**src/rtl/mlp_layer_sequencer.sv**
```systemverilog
`default_nettype none
// ============================================================================
// Module   : mlp_layer_sequencer
// Function : Time-multiplexed single-MAC sequencer for one fully-connected
//            MLP layer with bias, Q-format requantisation and optional ReLU.
// Revision : 1.0 - initial release
// ============================================================================
module mlp_layer_sequencer #(
    parameter int N_IN  = 784,
    parameter int N_OUT = 10,
    parameter int DW    = 32,
    parameter int FRAC  = 24,
    parameter int ACCW  = 74,
    parameter int RELU  = 1,
    localparam int c_iw = (N_IN > 1) ? $clog2(N_IN) : 1,
    localparam int c_ww = (N_IN * N_OUT > 1) ? $clog2(N_IN * N_OUT) : 1,
    localparam int c_ow = (N_OUT > 1) ? $clog2(N_OUT) : 1
) (
    input  logic            clk,
    input  logic            rst_n,
    input  logic            start,
    output logic            busy,
    output logic            done,
    output logic            sat,
    output logic            rd_en,
    output logic [c_iw-1:0] in_addr,
    output logic [c_ww-1:0] w_addr,
    output logic [c_ow-1:0] b_addr,
    input  logic [DW-1:0]   in_data,
    input  logic [DW-1:0]   w_data,
    input  logic [DW-1:0]   b_data,
    output logic            out_we,
    output logic [c_ow-1:0] out_addr,
    output logic [DW-1:0]   out_data
);

    typedef enum logic [2:0] {
        S_IDLE  = 3'd0,
        S_MAC   = 3'd1,
        S_DRAIN = 3'd2,
        S_WRITE = 3'd3,
        S_DONE  = 3'd4
    } state_t;

    localparam logic [c_iw-1:0]        c_last_i = c_iw'(N_IN - 1);
    localparam logic [c_ow-1:0]        c_last_j = c_ow'(N_OUT - 1);
    localparam logic signed [ACCW-1:0] c_max    = ACCW'({1'b0, {(DW-1){1'b1}}});
    localparam logic signed [ACCW-1:0] c_min    = ~c_max;

    state_t                 r_state;
    logic                   r_vld;
    logic                   r_vfirst;
    logic signed [ACCW-1:0] r_acc;

    logic signed [2*DW-1:0] w_prod;
    logic signed [ACCW-1:0] w_prod_x;
    logic signed [ACCW-1:0] w_bias_x;
    logic signed [ACCW-1:0] w_acc_next;
    logic signed [ACCW-1:0] w_shift;
    logic [DW-1:0]          w_result;
    logic                   w_clamp;

    assign w_prod     = $signed(in_data) * $signed(w_data);
    assign w_prod_x   = ACCW'(w_prod);
    assign w_bias_x   = ACCW'($signed(b_data)) <<< FRAC;
    // The first beat of each neuron seeds the accumulator with the aligned bias.
    assign w_acc_next = (r_vfirst ? w_bias_x : r_acc) + w_prod_x;
    assign w_shift    = w_acc_next >>> FRAC;

    always_comb begin
        w_clamp  = 1'b0;
        w_result = w_shift[DW-1:0];
        if (w_shift > c_max) begin
            w_result = c_max[DW-1:0];
            w_clamp  = 1'b1;
        end else if (w_shift < c_min) begin
            w_result = c_min[DW-1:0];
            w_clamp  = 1'b1;
        end
        if (RELU != 0 && w_result[DW-1]) begin
            w_result = '0;
        end
    end

    // Read data lands one cycle after the strobe, so the valid flags trail rd_en.
    always_ff @(posedge clk) begin
        if (!rst_n) begin
            r_vld    <= 1'b0;
            r_vfirst <= 1'b0;
            r_acc    <= '0;
        end else begin
            r_vld    <= rd_en;
            r_vfirst <= rd_en && (in_addr == '0);
            if (r_vld) begin
                r_acc <= w_acc_next;
            end
        end
    end

    always_ff @(posedge clk) begin
        if (!rst_n) begin
            r_state  <= S_IDLE;
            busy     <= 1'b0;
            done     <= 1'b0;
            sat      <= 1'b0;
            rd_en    <= 1'b0;
            in_addr  <= '0;
            w_addr   <= '0;
            b_addr   <= '0;
            out_we   <= 1'b0;
            out_addr <= '0;
            out_data <= '0;
        end else begin
            case (r_state)
                S_IDLE: begin
                    if (start) begin
                        r_state <= S_MAC;
                        busy    <= 1'b1;
                        sat     <= 1'b0;
                        rd_en   <= 1'b1;
                        in_addr <= '0;
                        w_addr  <= '0;
                        b_addr  <= '0;
                    end
                end
                S_MAC: begin
                    if (in_addr == c_last_i) begin
                        r_state <= S_DRAIN;
                        rd_en   <= 1'b0;
                    end else begin
                        in_addr <= in_addr + c_iw'(1);
                        w_addr  <= w_addr + c_ww'(1);
                    end
                end
                S_DRAIN: begin
                    r_state  <= S_WRITE;
                    out_we   <= 1'b1;
                    out_addr <= b_addr;
                    out_data <= w_result;
                    sat      <= sat | w_clamp;
                end
                S_WRITE: begin
                    out_we <= 1'b0;
                    if (b_addr == c_last_j) begin
                        r_state <= S_DONE;
                        done    <= 1'b1;
                    end else begin
                        // Weight address runs on contiguously into the next row.
                        r_state <= S_MAC;
                        rd_en   <= 1'b1;
                        in_addr <= '0;
                        w_addr  <= w_addr + c_ww'(1);
                        b_addr  <= b_addr + c_ow'(1);
                    end
                end
                S_DONE: begin
                    r_state <= S_IDLE;
                    done    <= 1'b0;
                    busy    <= 1'b0;
                end
                default: r_state <= S_IDLE;
            endcase
        end
    end

endmodule
`default_nettype wire

```
**config.mk**
```make
export PLATFORM = sky130hd
export DESIGN_NAME = mlp_layer_sequencer
export DESIGN_NICKNAME = d
export VERILOG_FILES = /design/src/rtl/mlp_layer_sequencer.sv
export SDC_FILE = /design/constraint.sdc
export NUM_CORES = 2
export LEC_CHECK = 0
export CORE_MARGIN = 4
export CORE_UTILIZATION = 59
export DETAILED_ROUTE_END_ITERATION = 16
export PLACE_DENSITY = 0.8
export SYNTH_ARGS = -nofsm -noshare
export SYNTH_HDL_FRONTEND = slang
export SYNTH_SLANG_ARGS = --single-unit
```
**constraint.sdc**
```tcl
create_clock -name clk -period 13.4 [get_ports clk]
set_input_delay 4.02 -clock clk [delete_from_list [all_inputs] [get_ports clk]]
set_output_delay 4.02 -clock clk [all_outputs]
set_load 0.01 [all_outputs]
```
==> out/results.txt <==
Worst Skew: 0.0121 ns
FFs w/ async S/R, synth: 0%
DIE HEIGHT: 299 um
Largest net degree at the start of global routing: 69
Critical Setup Path Class: in2reg
Total CTS buffers: 17
Setup TNS: 0 ns
Vias: 37000
Slowest cell on the critical path: clkdlybuf4s50_1
CTS Root Cell: clkbuf_16
Syn_area_per_cell: 9.29 um^2
Tcrit/Tclk final: 97.2%
GRT Residual Overflow: 0
Layout cell share with drive strength beyond 1: 5.28%
1st-iter DRT viols: 2379
Global-route wire length before repair: 219000 um
Worst skew pair latency: 0.44 ns
Core box area: 83800 um^2
Rows: 106
CTS tree: done
Nets: 7142
Max-slew violations: 0
IO Port Bufs: 165
DP HPWL: 115000 um
EDFF count, synth: 0
Design area: 54500 um^2
Top-level I/O count: 167
Clock sinks: 146
Worst hold path type: reg2reg
Max transition margin: 21.1%
Bufs on Longest Clock Path: 2
Syn_nets: 7026
Slowest cell delay on critical path: 0.69 ns
Layout Area Growth over Synthesis: 9.08%
Htree depth: 4
Fin crit period: 13.03 ns
Synth cell types: 71
Worst Path Buf+Inv: 10
Unrepaired setup endpoints after global routing: no
Post-Route WL: 132000 um
Initial core utilization: 59.6%
Post-Synthesis Cells: 5383
Vias per cell: 5.56
Antenna violations before repair: 3
Final setup fails: 0
Hold-fix buffers at CTS: 0
Status: finished, final reports clean
Total Routing Usage GR: 30.9%
Vias in the first global route: 41500
Register area share after synthesis: 5.85%
Maximum clock frequency: 76.7 MHz
Pre-antenna DRT Iters: 6
CP Capture Type: flip-flop
Netlist Area Pre-Place: 50000 um^2
CP Data Arrival Time: 13.30 ns
Maxcap violations: 0
Wire per inst: 19.9 um
Synthesis Warnings: 0
Critical Path Fanout Max: 32
Least-Margin Pin Slew: 1.18 ns
Die area: 89400 um^2
Seq cells post-synth: 146
Crit path launch type: input pin
Most frequent CP cell: fa_1
Die Span X: 299 um
Worst path required time: 13.67 ns
Area after DPL: 53800 um^2
CP delay by family, top: adder cells
DRC: 0
Antenna-violating nets left: 0
Final-report hold violation count: 0
Main synth FF type: dfxtp_1
Global placer's final weighted congestion: 1.01
Clock transition at path regs: 0.07 ns
[metrics by stage]
step / util, % / hold WS, ns / setup slack, ns / cells
2_1_floorplan: - / 0.447 / 0.367 / 5383
3_3_place_gp: 64.2 / 0.452 / 0.0758 / 6604
3_5_place_dp: 64.2 / 0.461 / 0.0136 / 6604
4_1_cts: 64.9 / 0.470 / 0.418 / 6636
5_1_grt: 65.0 / 0.486 / 0.00738 / 6648
6_report: 65.1 / 0.467 / 0.371 / 6650
[path summary, 6_finish.rpt]
| kind | slack, ns | cells after the start | startpoint | to |
|---|---|---|---|---|
| worst max-delay path | 0.37 | 32 | w_data[2] | out_data[11]$_SDFFE_PN0P_ |
| worst min-delay path | 0.47 | 2 | out_addr[2]$_SDFFE_PN0P_ | out_addr[2]$_SDFFE_PN0P_ |
| worst max register to register | 3.72 | 31 | r_vfirst$_SDFF_PN0_ | out_data[11]$_SDFFE_PN0P_ |
| worst min register to register | 0.47 | 2 | out_addr[2]$_SDFFE_PN0P_ | out_addr[2]$_SDFFE_PN0P_ |
[synthesized netlist by cell type (40+ instances only)]
| cell type | number | area [um^2] |
|---|---|---|
| inv_1 | 1261 | 4730 |
| nand4_1 | 40 | 250 |
| a21oi_1 | 167 | 836 |
| and2_1 | 506 | 3170 |
| nor2b_1 | 117 | 732 |
| xnor2_1 | 48 | 420 |
| xor2_1 | 45 | 394 |
| dfxtp_1 | 146 | 2920 |
| mux2i_1 | 93 | 931 |
| ha_1 | 244 | 3050 |
| clkbuf_1 | 253 | 950 |
| nor2_1 | 92 | 345 |
| o21ai_0 | 95 | 475 |
| nand2_1 | 644 | 2420 |
| fa_1 | 1300 | 26000 |
[registers in the layout (all words and copies together), names as in the netlist]
signal,count
sat,1
r_state,3
r_vfirst,1
rd_en,1
out_data,31
done,1
busy,1
r_acc,74
in_addr,10
r_vld,1
out_addr,4
b_addr,4
out_we,1
w_addr,13
[cells in the final DEF (no fill, tap or decap), drive strengths merged, types with 45 or more instances in the layout]
cell type / count
fa: 1300
inv: 1265
nand2: 644
and2: 506
ha: 244
buf: 213
a21oi: 183
clkdlybuf4s50: 164
dfxtp: 146
nor2b: 117
o21ai: 106
mux2i: 93
nor2: 92
xnor2: 48
xor2: 45
[routing by layer]
metal	global-route usage [%]	routed length, um
met5	0	0
met4	14.6	7240
met3	3.98	7660
met2	54.5	68900
met1	38.0	48400
[tightest hold or removal path, delay by kind of cell (launching register included)]
kind / cells / cell delay (ns)
compound gates: 1 / 0.06
flops: 1 / 0.31
simple gates: 1 / 0.05
[area by class of cell]
type	instances	area, um^2
multi-input combinational	3696	41300
fill	6608	29300
inverter	1261	4730
timing repair buffer	377	3540
sequential	146	2930
tap	1134	1420
clock buffer	20	478
clock inverter	12	143
antenna	4	10.0
[cell families (layout without fill, tap and decap cells)]
logic type / count (synthesis) / count (layout) / share of synthesized area, %
AO/OA/AOI/OAI: 425 / 425 / 5.25
AND/OR/NAND/NOR: 1538 / 1538 / 15.6
XOR/XNOR: 93 / 93 / 1.63
flip-flops: 146 / 146 / 5.85
buffers and inverters: 1541 / 1670 / 11.6
other: 1 / 5 / 0.00750
adder cells (fa/ha/maj): 1544 / 1544 / 58.2
multiplexers: 95 / 95 / 1.91
[what timing repair did]
item                                    CTS  global route
resized for setup                         0             2
endpoints found under the setup margin    0            29
setup buffers                             0            10
Power is not shown: default switching activity piles up to over one toggle a cycle in this logic, so the estimate is an artifact.
